===== src/rtl/frequency_meter.sv =====
// Measures the period of an asynchronous square wave in system clock cycles
// and classifies it into one of the seven standard blink-timer frequencies.
//   state     | meaning
//   S_IDLE    | no reference edge yet (after reset or after a timeout)
//   S_MEASURE | counting cycles since the last rising edge
module frequency_meter #(
    parameter int PERIOD_100HZ   = 500000,
    parameter int TIMEOUT_CYCLES = 200 * PERIOD_100HZ,
    parameter int W              = $clog2(TIMEOUT_CYCLES + 1)
) (
    input  logic         clock,
    input  logic         reset,
    input  logic         signal_in,
    output logic         valid,
    output logic [W-1:0] period,
    output logic [2:0]   freq_code,
    output logic         timeout
);
    localparam int B = PERIOD_100HZ;
    localparam logic [W-1:0] TH_LO  = W'(B / 2);
    localparam logic [W-1:0] TH_100 = W'(3 * B / 2);
    localparam logic [W-1:0] TH_50  = W'(7 * B / 2);
    localparam logic [W-1:0] TH_20  = W'(15 * B / 2);
    localparam logic [W-1:0] TH_10  = W'(15 * B);
    localparam logic [W-1:0] TH_5   = W'(35 * B);
    localparam logic [W-1:0] TH_2   = W'(75 * B);
    localparam logic [W-1:0] TH_1   = W'(150 * B);
    localparam logic [W-1:0] T_MAX  = W'(TIMEOUT_CYCLES);

    typedef enum logic {
        S_IDLE,
        S_MEASURE
    } state_t;

    state_t         r_state;
    state_t         w_state_nxt;
    logic           r_sync1;
    logic           r_sync2;
    logic           r_prev;
    logic [2:0]     r_fill;
    logic [W-1:0]   r_count;
    logic           r_valid;
    logic [W-1:0]   r_period;
    logic [2:0]     r_code;
    logic           r_timeout;
    logic [W-1:0]   w_count_nxt;
    logic           w_valid_nxt;
    logic [W-1:0]   w_period_nxt;
    logic [2:0]     w_code_nxt;
    logic           w_timeout_nxt;
    logic           w_edge;

    function automatic logic [2:0] classify(input logic [W-1:0] p);
        logic [2:0] code;
        code = 3'd0;
        if (p < TH_LO)       code = 3'd0;
        else if (p < TH_100) code = 3'd1;
        else if (p < TH_50)  code = 3'd2;
        else if (p < TH_20)  code = 3'd3;
        else if (p < TH_10)  code = 3'd4;
        else if (p < TH_5)   code = 3'd5;
        else if (p < TH_2)   code = 3'd6;
        else if (p < TH_1)   code = 3'd7;
        return code;
    endfunction

    // r_fill marks when r_prev holds a real sample, so an input that is
    // already high at reset release is not mistaken for a rising edge.
    assign w_edge = r_sync2 & ~r_prev & r_fill[2];

    always_ff @(posedge clock or posedge reset) begin
        if (reset) begin
            r_sync1 <= 1'b0;
            r_sync2 <= 1'b0;
            r_prev  <= 1'b0;
            r_fill  <= 3'b000;
        end else begin
            r_sync1 <= signal_in;
            r_sync2 <= r_sync1;
            r_prev  <= r_sync2;
            r_fill  <= {r_fill[1:0], 1'b1};
        end
    end

    always_ff @(posedge clock or posedge reset) begin
        if (reset) r_state <= S_IDLE;
        else       r_state <= w_state_nxt;
    end

    always_comb begin
        w_state_nxt   = r_state;
        w_count_nxt   = r_count;
        w_valid_nxt   = 1'b0;
        w_period_nxt  = r_period;
        w_code_nxt    = r_code;
        w_timeout_nxt = r_timeout;
        case (r_state)
            S_IDLE: begin
                if (w_edge) begin
                    w_state_nxt   = S_MEASURE;
                    w_count_nxt   = W'(1);
                    w_timeout_nxt = 1'b0;
                end
            end
            S_MEASURE: begin
                // An edge on the terminal count still completes a measurement.
                if (w_edge) begin
                    w_period_nxt  = r_count;
                    w_code_nxt    = classify(r_count);
                    w_valid_nxt   = 1'b1;
                    w_count_nxt   = W'(1);
                    w_timeout_nxt = 1'b0;
                end else if (r_count == T_MAX) begin
                    w_timeout_nxt = 1'b1;
                    w_code_nxt    = 3'd0;
                    w_state_nxt   = S_IDLE;
                end else begin
                    w_count_nxt = r_count + W'(1);
                end
            end
            default: w_state_nxt = S_IDLE;
        endcase
    end

    always_ff @(posedge clock or posedge reset) begin
        if (reset) begin
            r_count   <= '0;
            r_valid   <= 1'b0;
            r_period  <= '0;
            r_code    <= 3'd0;
            r_timeout <= 1'b0;
        end else begin
            r_count   <= w_count_nxt;
            r_valid   <= w_valid_nxt;
            r_period  <= w_period_nxt;
            r_code    <= w_code_nxt;
            r_timeout <= w_timeout_nxt;
        end
    end

    assign valid     = r_valid;
    assign period    = r_period;
    assign freq_code = r_code;
    assign timeout   = r_timeout;
endmodule


===== config.mk =====
export PLATFORM = sky130hd
export DESIGN_NAME = frequency_meter
export DESIGN_NICKNAME = d
export VERILOG_FILES = /design/src/rtl/frequency_meter.sv
export SDC_FILE = /design/constraint.sdc
export NUM_CORES = 1
export LEC_CHECK = 0
export ABC_CLOCK_PERIOD_IN_PS = 2000
export BUFFER_PORTS_ARGS = -buffer_cell sky130_fd_sc_hd__buf_2
export CORE_MARGIN = 5
export CORE_UTILIZATION = 53
export CTS_CLUSTER_SIZE = 30
export DETAILED_ROUTE_END_ITERATION = 12
export PLACE_DENSITY = 0.88
export SLEW_MARGIN = 40
export SYNTH_ARGS = -nofsm -noshare
export SYNTH_HDL_FRONTEND = slang
export SYNTH_SLANG_ARGS = --single-unit

===== constraint.sdc =====
create_clock -name clock -period 2 [get_ports clock]
set_clock_uncertainty 0.15 [all_clocks]
set_input_delay 0.3 -clock clock [delete_from_list [all_inputs] [get_ports clock]]
set_output_delay 0.3 -clock clock [all_outputs]
set_load 0.005 [all_outputs]

# Yosys cells after proc, flatten, opt, wreduce, memory -nomap -nowiden

Cells that the tools add are included.

$add $sub $neg: 1
$mul: 0
Div/mod/pow operators: 0
Order comparisons: 8
Equal/unequal tests: 4
Shift operators: 0
Mux-type cells: 23
Bitwise gates (word level): 4
Reduce and logical (&&, ||, !) cells: 5

Operators with widths:

| kind                                                                    | count |
|---|---|
| 27-bit 2-to-1 mux                                                       | 3 |
| 27-bit case mux with 2 select lines                                     | 1 |
| 3-bit 2-to-1 mux                                                        | 10 |
| 27-bit by 1-bit adder with 27-bit output, second input constant         | 1 |
| 27-bit equality test, second input constant                             | 1 |
| 27-bit by 18-bit < comparator with 1-bit output, second input constant  | 1 |
| 27-bit by 20-bit < comparator with 1-bit output, second input constant  | 1 |
| 27-bit by 21-bit < comparator with 1-bit output, second input constant  | 1 |
| 27-bit by 22-bit < comparator with 1-bit output, second input constant  | 1 |
| 27-bit by 23-bit < comparator with 1-bit output, second input constant  | 1 |
| 27-bit by 25-bit < comparator with 1-bit output, second input constant  | 1 |
| 27-bit by 26-bit < comparator with 1-bit output, second input constant  | 1 |
| 27-bit < comparator, second input constant                              | 1 |
| 2-bit AND reduction                                                     | 4 |
| 1-bit 2-to-1 mux                                                        | 7 |
| 1-bit case mux with 2 select lines                                      | 2 |
| 3-bit by 1-bit inequality test with 1-bit output, second input constant | 1 |
| 3-bit inequality test, second input constant                            | 1 |
| 1-bit AND                                                               | 2 |
| 2-bit inequality test, second input constant                            | 1 |
| 1-bit NOT                                                               | 2 |
| 2-bit nonzero test                                                      | 1 |

Register bits: 66
Bits in latches: 0
RAM bits: 0
ROM bits: 0
Input bits: 3
Output and inout port bits: 32
Logic and storage cells: 55
Memories kept: 0

# Logic depth before layout (Yosys ltp)

Gate-level depths: netlist of the first run.

Word-level depth: 10
Mapped depth: 7
Gate-level depth less buffers: 7

# Worst setup path after synthesis of the first run

OpenSTA, ideal clock, no wires.

Path kind: reg2reg
Start point: register r_count[1]
End point: register r_count[20]
Setup time: 0.076 ns
Arrival: 1.715 ns
Required time: 1.774 ns
Setup slack: 0.058 ns
Cell stages (with the launch flop): 7
Path buffers: 0
Period minus slack after synthesis: 1.942 ns
Cell sequence: dfrtp_1 > ha_1 > nand4_4 > nor4_4 > nand3_2 > or4_1 > o21ai_1

Longest elaborated chain between the ends: 4
Elaborated cells on any way between the ends: 7
Those cells by class: add/sub: 1; eq/ne: 2; mux: 3; reduce/logical: 1

RTL lines:

| element                                  | line | text |
|---|---|---|
| start: declaration                       | 41   | `logic [W-1:0] r_count;` |
| start signal: assignment                 | 133  | `r_count <= w_count_nxt;` |
| 27-bit by 1-bit adder with 27-bit output | 118  | `w_count_nxt = r_count + W'(1);` |
| 27-bit 2-to-1 mux                        | 113  | `end else if (r_count == T_MAX) begin` |
| 27-bit 2-to-1 mux                        | 107  | `if (w_edge) begin` |
| 27-bit case mux with 2 select lines      | 97   | `case (r_state)` |

Several ways; a longest one is shown, not always the timed one. The select of a mux whose other input is x is not followed.
A chain may end at the register's enable or synchronous reset.

# Worst setup path after layout of the first run

Start point: register r_count[7]
End point: register r_count[25]

The elaborated chain is that of the path after synthesis.

==> results of run 1 <==
==> cells by family (layout without fill, tap and decap cells) <==
family                     after synthesis  count (layout)  synth area share, %
other                                    1               1                0.108
and+or+nand+nor                        137             137                 21.1
DFF                                     66              66                 47.7
buffers and inverters                   36             116                 6.51
xor gates and xnor gates                21              21                 5.31
muxes                                   21              21                 6.79
adders and majority gates                2               2                0.723
AOI/OAI and AO/OA                       58              58                 11.7
==> cells in the mapped netlist, types with 3 or more instances <==
cell type | instances | area share, %
nand3_1 | 17 | 2.5
o31a_1 | 3 | 0.76
o41ai_1 | 4 | 1.0
and3_1 | 5 | 0.90
nor4_1 | 5 | 0.90
clkbuf_1 | 8 | 0.87
inv_1 | 10 | 1.1
dfrtp_1 | 66 | 48
a2111oi_0 | 3 | 0.76
o21ai_0 | 17 | 2.5
nor3_1 | 14 | 2.0
buf_2 | 7 | 1.0
xor2_1 | 13 | 3.3
nor2_1 | 38 | 4.1
o311ai_0 | 4 | 1.0
nand2b_1 | 3 | 0.54
nand4_1 | 8 | 1.4
nand2_1 | 29 | 3.1
xnor2_1 | 8 | 2.0
clkbuf_8 | 7 | 2.8
mux2_2 | 20 | 6.5
o211ai_1 | 3 | 0.65
a21oi_1 | 9 | 1.3
==> worst max-delay path: stages, from the launching register on <==
cell,delay [ns]
dfrtp_2,0.46
nand4_4,0.17
nor3_2,0.28
nand3_2,0.21
o311ai_1,0.40
o41ai_2,0.16
==> what timing repair did <==
action / 4_1_cts / 5_1_grt
setup endpoints to repair: 4 / 13
resized for setup: 8 / 21
pin swaps: 0 / 4
gates cloned: 0 / 0
hold endpoints to repair: 22 / 0
hold buffers: 2 / 0
setup buffers: 0 / 4
==> stage by stage <==
stage                     cells  TNS [ns]  hold slack, ns
final                       499         0           0.204
after global routing        499   -0.0974           0.219
after CTS                   495         0           0.204
after detailed placement    477    -0.139           0.186
after global placement      477         0           0.182
after floorplan             342         0           0.181
==> per-layer routing <==
layer  track usage [%]  vias to the layer above  wire (um)
li1                  -                     1377          -
met2              34.7                      142       4310
met1              30.9                     1419       3890
met4              11.2                        0        288
met5                 0                        -          0
met3              4.50                       24        642
==> layout make-up <==
class | instances | share of cell area [%]
sequential | 66 | 38.7
inverter | 10 | 0.959
clock inverter | 7 | 2.91
multi-input combinational | 240 | 38.2
clock buffer | 9 | 2.88
timing repair buffer | 90 | 14.1
tap | 77 | 2.24
==> power groups by stage <==
stage | logic (mW) | registers [mW] | clock network, mW
global placement | 0.451 | 1.53 | 0
global route | 0.561 | 1.55 | 1.48
finish | 0.506 | 1.53 | 1.39
detailed placement | 0.472 | 1.54 | 0
floorplan | 0.279 | 1.54 | 0
CTS | 0.479 | 1.52 | 1.41
==> state kept, by name (all words and copies together) (netlist names) <==
name	flops
freq_code	3
period	27
r_count	27
r_fill	3
r_prev	1
r_state	1
r_sync1	1
r_sync2	1
timeout	1
valid	1
==> path summary, 6_finish.rpt <==
path | end | slack (ns)
max | r_count[25]$_DFFE_PP0P_ | 0.03
min | r_fill[2]$_DFF_PP0_ | 0.20
max in group asynchronous | r_count[11]$_DFFE_PP0P_ | 0.74
max reg2reg | r_count[25]$_DFFE_PP0P_ | 0.03
min in group asynchronous | period[16]$_DFFE_PP0P_ | 0.36
min reg2reg | r_fill[2]$_DFF_PP0_ | 0.20
==> results.sh, run 1 <==
export IMPL_vias=2962
export IMPL_wire_per_inst_um=18.3
export IMPL_clkPwrFrac_pct=40.6
export IMPL_peakVddDrop_v=0.000602
export IMPL_synth_cell_types=58
export IMPL_pwr_share_seq_pct=44.7
export IMPL_async_flop_share_pct=100
export IMPL_postRouteAntennaNets=0
export IMPL_postSynthAreaPerCell_um2=10.1
export IMPL_antenna_found_initial=0
export IMPL_hold_path_class="flip-flop to flip-flop"
export IMPL_p_leak_nw=2.05
export IMPL_grt_pass1_vias=3005
export IMPL_antenna_cells=0
export IMPL_routed_wirelength_um=9140
export IMPL_min_period_ns=1.97
export IMPL_required_ns=2.06
export IMPL_holdPathStages=0
export IMPL_gp_congestion=0.987
export IMPL_die_area_mm2=0.00825
export IMPL_worstPathMaxFanout=7
export IMPL_seq_area_frac_synth_pct=47.7
export IMPL_slew_viol_final=0
export IMPL_cts_buffers=9
export IMPL_grt_usage_pct=22.8
export IMPL_via_per_inst=5.94
export IMPL_cts_root_buffer="clkbuf_8"
export IMPL_worst_pin_slew_ns=0.553
export IMPL_slew_headroom_pct=63.1
export IMPL_crit_type="flip-flop to flip-flop"
export IMPL_die_height_um=90.8
export IMPL_place_area_mm2=0.00393
export IMPL_r2r_start="r_count[7]$_DFFE_PP0P_"
export IMPL_final_area_mm2=0.00431
export IMPL_final_common_cell="dfrtp_1"
export IMPL_switchingPower_mw=0.911
export IMPL_utilization_pct=67.8
export IMPL_cp_end_kind="flip-flop"
export IMPL_register_area_mm2=0.00167
export IMPL_setup_ws_ns=0.0342
export IMPL_syn_num_nets=347
export IMPL_synth_seq_cells=66
export IMPL_combPwrFrac_pct=14.7
export IMPL_startpoint="r_count[7]$_DFFE_PP0P_"
export IMPL_p_int_mw=2.52
export IMPL_hpwl_um=6710
export IMPL_multiInputGateArea_mm2=0.00165
export IMPL_timing_max_cap_violations=0
export IMPL_clk_latency_ns=0.36
export IMPL_finalSetupViolations=0
export IMPL_boundaryPins=35
export IMPL_num_rows=29
export IMPL_grt_first_pass_wirelength_um=15000
export IMPL_pwr_density_cell_mw_per_mm2=797
export IMPL_portBuffers=34
export IMPL_ys_flop_type="dfrtp_1"
export IMPL_drive_gt1_share_pct=37.4
export IMPL_h_tree_depth=3
export IMPL_nNetsFinal=422
export IMPL_fmax_ghz=0.509
export IMPL_drt_pass1_iterations=5
export IMPL_status="finished, final reports clean"
export IMPL_finalCritPeriodShare_pct=98.3
export IMPL_overflow=0
export IMPL_switching_share_pct=26.5
export IMPL_syn_instance_count=342
export IMPL_layout_common_cells="54 x dfrtp_1, 53 x buf_4, 38 x nor2_1"
export IMPL_synth_edf_count=0
export IMPL_die_w_um=90.8
export IMPL_drcViolationCount=0
export IMPL_start_util_pct=54.5
export IMPL_hold_viol_final=0
export IMPL_finalPower_mw=3.43
export IMPL_cts_buffer_depth=2
export IMPL_num_fill_cells=482
export IMPL_core_area_mm2=0.00635
export IMPL_cts_tree="yes"
export IMPL_grt_max_degree=46
export IMPL_synth_area_mm2=0.00346
export IMPL_cts_sinks=66
export IMPL_synthToLayoutAreaGrowth_pct=24.4
export IMPL_hold_start="r_fill[1]$_DFF_PP0_"
export IMPL_path_clk_slew_ns=0.08
export IMPL_reg2reg_depth=5
export IMPL_critPathArrivalTime_ns=2.03
export IMPL_pre_cts_ws_ns=-0.104
export IMPL_rsz0062_at_grt="yes"
export IMPL_ys_warn_count=0
export IMPL_first_iter_violations=208
export IMPL_startpoint_type="flip-flop"
Power figures use the tool's default switching activity.
==> inputs of run 2 (changes only) <==
Settings changed: ABC_CLOCK_PERIOD_IN_PS 2000 to 2100, CORE_UTILIZATION 53 to 55, PLACE_DENSITY 0.88 to 0.87.
Clock period 2 ns to 2.1 ns, I/O delays scaled along.
==> results.sh, run 2 (synthesis gave the netlist of run 1 again) <==
export IMPL_status="finished, final reports clean"
export IMPL_num_fill_cells=517
export IMPL_switchingPower_mw=0.814
export IMPL_finalSetupViolations=0
export IMPL_cp_end_kind="flip-flop"
export IMPL_finalCritPeriodShare_pct=96.8
export IMPL_p_int_mw=2.11
export IMPL_start_util_pct=55.5
export IMPL_boundaryPins=35
export IMPL_grt_pass1_vias=2888
export IMPL_layout_common_cells="60 x dfrtp_1, 43 x buf_4, 37 x nor2_1"
export IMPL_worstPathMaxFanout=5
export IMPL_nNetsFinal=412
export IMPL_peakVddDrop_v=0.000525
export IMPL_cts_buffer_depth=2
export IMPL_path_clk_slew_ns=0.07
export IMPL_grt_usage_pct=24.5
export IMPL_routed_wirelength_um=8990
export IMPL_fin_cells=488
export IMPL_antenna_cells=0
export IMPL_portBuffers=34
export IMPL_drt_pass1_iterations=5
export IMPL_hold_viol_final=0
export IMPL_tns_ns=0
export IMPL_combPwrFrac_pct=15.2
export IMPL_cts_tree="yes"
export IMPL_postRouteAntennaNets=0
export IMPL_wire_per_inst_um=18.4
export IMPL_num_rows=29
export IMPL_pwr_density_cell_mw_per_mm2=708
export IMPL_switching_share_pct=27.9
export IMPL_gp_congestion=1.01
export IMPL_path_delay_family="compound AO/OA/AOI/OAI gates"
export IMPL_p_leak_nw=1.99
export IMPL_place_inst=467
export IMPL_vias=3040
export IMPL_cp_buffers_inverters=1
export IMPL_utilization_pct=66.1
export IMPL_cts_root_buffer="clkbuf_8"
export IMPL_synthToLayoutAreaGrowth_pct=19.2
export IMPL_required_ns=2.17
export IMPL_via_per_inst=6.23
export IMPL_clk_latency_ns=0.35
export IMPL_fmax_ghz=0.492
export IMPL_hpwl_um=6440
export IMPL_cts_buffers=9
export IMPL_timing_max_cap_violations=0
export IMPL_clkPwrFrac_pct=34.9
export IMPL_path_cells="inv_2 -> ha_1 -> and4b_1 -> nand4_1 -> o31a_1 -> a22oi_1 -> o21ai_1"
export IMPL_antenna_found_initial=0
export IMPL_slowest_stage="dfrtp_1"
export IMPL_cts_sinks=66
export IMPL_startpoint_type="flip-flop"
export IMPL_slew_viol_final=0
export IMPL_grt_max_degree=67
export IMPL_met2WireLength_um=4290
export IMPL_die_w_um=89.3
export IMPL_die_area_mm2=0.00798
export IMPL_min_period_ns=2.03
export IMPL_core_area_mm2=0.00624
export IMPL_crit_type="flip-flop to flip-flop"
export IMPL_pwr_share_seq_pct=50.0
export IMPL_met3_length_um=675
export IMPL_slowest_delay_ns=0.43
export IMPL_drive_gt1_share_pct=33.3
export IMPL_hold_path_class="flip-flop to flip-flop"
export IMPL_first_iter_violations=334
export IMPL_die_height_um=89.3
export IMPL_final_common_cell="dfrtp_1"
export IMPL_overflow=0
export IMPL_h_tree_depth=3
export IMPL_drcViolationCount=0
export IMPL_met1_length_um=3760
export IMPL_critPathArrivalTime_ns=2.10
export IMPL_grt_first_pass_wirelength_um=14600
export IMPL_highest_layer="met4"
run 2: cell type report:
type | instances | area (um^2) | area share (%)
Sequential cell | 66 | 1660 | 40.2
Multi-Input combinational cell | 240 | 1610 | 39.1
Timing Repair Buffer | 80 | 533 | 12.9
Clock buffer | 9 | 124 | 3.00
Tap cell | 77 | 96.3 | 2.33
Clock inverter | 6 | 58.8 | 1.43
Inverter | 10 | 41.3 | 1.00
run 2: final timing paths:
check	from	to	slack, ns	cells after the start
setup / recovery	r_count[1]$_DFFE_PP0P_	freq_code[0]$_DFFE_PP0P_	0.07	7
hold / removal	r_fill[1]$_DFF_PP0_	r_fill[2]$_DFF_PP0_	0.20	0
setup reg to reg	r_count[1]$_DFFE_PP0P_	freq_code[0]$_DFFE_PP0P_	0.07	7
hold reg to reg	r_fill[1]$_DFF_PP0_	r_fill[2]$_DFF_PP0_	0.20	0
max in group asynchronous	reset	r_count[7]$_DFFE_PP0P_	1.06	4
min in group asynchronous	reset	period[8]$_DFFE_PP0P_	0.45	4
run 2: routing by layer:
metal | vias up | global-route usage, %
met1 | 1478 | 33.3
met3 | 28 | 4.33
met2 | 175 | 39.3
met5 | - | 0
li1 | 1359 | -
met4 | 0 | 9.34
run 2: repair_timing:
item | 4_1_cts | 5_1_grt
gates resized for setup | 2 | 15
endpoints found under the setup margin | 2 | 5
buffers inserted | 0 | 4
endpoints found under the hold margin | 67 | 0
hold buffers | 2 | 0
pin swaps | 0 | 1
run 2: per-stage QoR:
step                      power [mW]  cell area, um^2  worst slack, ns  hold slack (ns)
final                           2.92             4130           0.0672            0.198
after global routing            3.07             4130          -0.0285            0.215
after CTS                       2.93             4060           0.0163            0.202
after detailed placement        1.92             3860          -0.0236            0.187
after global placement          1.87             3860          -0.0161            0.182
after floorplan                 1.73             3470            0.158            0.181
run 2: power by group through the flow:
| stage | logic, mW | registers, mW | clock network [mW] |
|---|---|---|---|
| 2_1_floorplan | 0.266 | 1.47 | 0 |
| 3_3_place_gp | 0.403 | 1.47 | 0 |
| 3_5_place_dp | 0.440 | 1.48 | 0 |
| 4_1_cts | 0.444 | 1.45 | 1.03 |
| 5_1_grt | 0.494 | 1.47 | 1.11 |
| 6_report | 0.443 | 1.46 | 1.02 |
==> inputs of run 3 (changes only) <==
Settings changed: CELL_PAD_IN_SITES_DETAIL_PLACEMENT from default to 0, CELL_PAD_IN_SITES_GLOBAL_PLACEMENT from default to 1, CORE_UTILIZATION 55 to 46, PLACE_DENSITY 0.87 to 0.91, SKIP_CTS_REPAIR_TIMING from default to 1.
==> results.sh, run 3 (synthesis gave the netlist of run 1 again) <==
export IMPL_antenna_found_initial=0
export IMPL_clk_latency_ns=0.35
export IMPL_drt_pass1_iterations=5
export IMPL_cts_buffers=9
export IMPL_core_area_mm2=0.00729
export IMPL_critPathArrivalTime_ns=2.09
export IMPL_hpwl_um=6610
export IMPL_startpoint_type="flip-flop"
export IMPL_fmax_ghz=0.495
export IMPL_crit_type="flip-flop to flip-flop"
export IMPL_cts_buffer_depth=2
export IMPL_die_height_um=96.8
export IMPL_die_area_mm2=0.00936
export IMPL_first_iter_violations=165
export IMPL_p_leak_nw=2.01
export IMPL_grt_max_degree=67
export IMPL_portBuffers=34
export IMPL_via_per_inst=5.65
export IMPL_hold_path_class="flip-flop to flip-flop"
export IMPL_start_util_pct=47.5
export IMPL_peakVddDrop_v=0.000510
export IMPL_vias=2902
export IMPL_required_ns=2.17
export IMPL_num_rows=31
export IMPL_pwr_density_cell_mw_per_mm2=705
export IMPL_path_clk_slew_ns=0.07
export IMPL_rsz0062_at_grt="yes"
export IMPL_min_period_ns=2.02
export IMPL_grt_pass1_vias=2877
export IMPL_drcViolationCount=0
export IMPL_timing_max_cap_violations=0
export IMPL_gp_congestion=0.960
export IMPL_grt_first_pass_wirelength_um=15300
export IMPL_overflow=0
export IMPL_antenna_cells=0
export IMPL_postRouteAntennaNets=0
export IMPL_nNetsFinal=415
export IMPL_grt_usage_pct=20.4
export IMPL_drive_gt1_share_pct=32.3
export IMPL_cts_root_buffer="clkbuf_8"
export IMPL_wire_per_inst_um=17.7
export IMPL_routed_wirelength_um=9100
export IMPL_finalPower_mw=2.94
export IMPL_boundaryPins=35
export IMPL_layout_common_cells="62 x dfrtp_1, 46 x buf_4, 38 x nor2_1"
export IMPL_finalCritPeriodShare_pct=96.2
export IMPL_h_tree_depth=3
export IMPL_worstPathMaxFanout=7
export IMPL_slew_viol_final=0
export IMPL_hold_viol_final=0
export IMPL_finalSetupViolations=0
export IMPL_utilization_pct=57.2
export IMPL_status="finished, final reports clean"
export IMPL_tns_ns=0
export IMPL_synthToLayoutAreaGrowth_pct=20.5
export IMPL_die_w_um=96.8
export IMPL_cts_tree="yes"
export IMPL_final_common_cell="dfrtp_1"
export IMPL_cts_sinks=66
export IMPL_cp_end_kind="flip-flop"
run 3: cell count changes in the layout (fill, tap and decap cells not counted), sizes merged:
cell,delta
inv,+1
clkinv,-2
clkinvlp,+1
clkbuf,+1
buf,+3
run 3: per-layer routing:
metal | track usage (%) | vias to the layer above | wire [um]
met5 | 0 | - | 0
met4 | 6.05 | 0 | 182
met3 | 5.83 | 16 | 563
met2 | 31.3 | 114 | 4240
met1 | 28.1 | 1411 | 4110
li1 | - | 1361 | -
run 3: path summary, 6_finish.rpt:
check	start	to	slack, ns	cells past startpoint
worst min register to register	r_fill[1]$_DFF_PP0_	r_fill[2]$_DFF_PP0_	0.21	0
worst min-delay path	r_fill[1]$_DFF_PP0_	r_fill[2]$_DFF_PP0_	0.21	0
min in group asynchronous	reset	valid$_DFF_PP0_	0.45	4
max in group asynchronous	reset	r_count[9]$_DFFE_PP0P_	1.07	4
worst max register to register	r_count[10]$_DFFE_PP0P_	r_count[3]$_DFFE_PP0P_	0.08	7
worst max-delay path	r_count[10]$_DFFE_PP0P_	r_count[3]$_DFFE_PP0P_	0.08	7
run 3: critical path: stages, from the launching register on:
cell      delay (ns)
dfrtp_1         0.47
buf_4           0.19
nor3_1          0.16
nand4_1         0.27
buf_4           0.23
o211ai_1        0.19
xor2_1          0.17
nor2_1          0.05
run 3: through the flow:
stage                     cell area, um^2  instances  hold WS, ns  worst slack [ns]
after floorplan                      3470        342        0.181             0.158
after global placement               3930        495        0.183             0.130
after detailed placement             3930        495        0.196            0.0883
after CTS                            4130        511      -0.0910           -0.0486
after global routing                 4170        514        0.217           -0.0267
final                                4170        514        0.208            0.0792
run 3: cell type report:
| cell class | instances | area, um^2 |
|---|---|---|
| Clock inverter | 6 | 65.1 |
| Tap cell | 99 | 124 |
| Timing Repair Buffer | 83 | 556 |
| Inverter | 10 | 41.3 |
| Multi-Input combinational cell | 240 | 1590 |
| Fill cell | 678 | 3120 |
| Clock buffer | 10 | 138 |
| Sequential cell | 66 | 1660 |
run 3: power breakdown:
group          switching, mW  internal (mW)  total, mW
Combinational          0.207          0.176      0.383
Sequential             0.101           1.37       1.47
Clock                  0.505          0.582       1.09
Total                  0.813           2.13       2.94
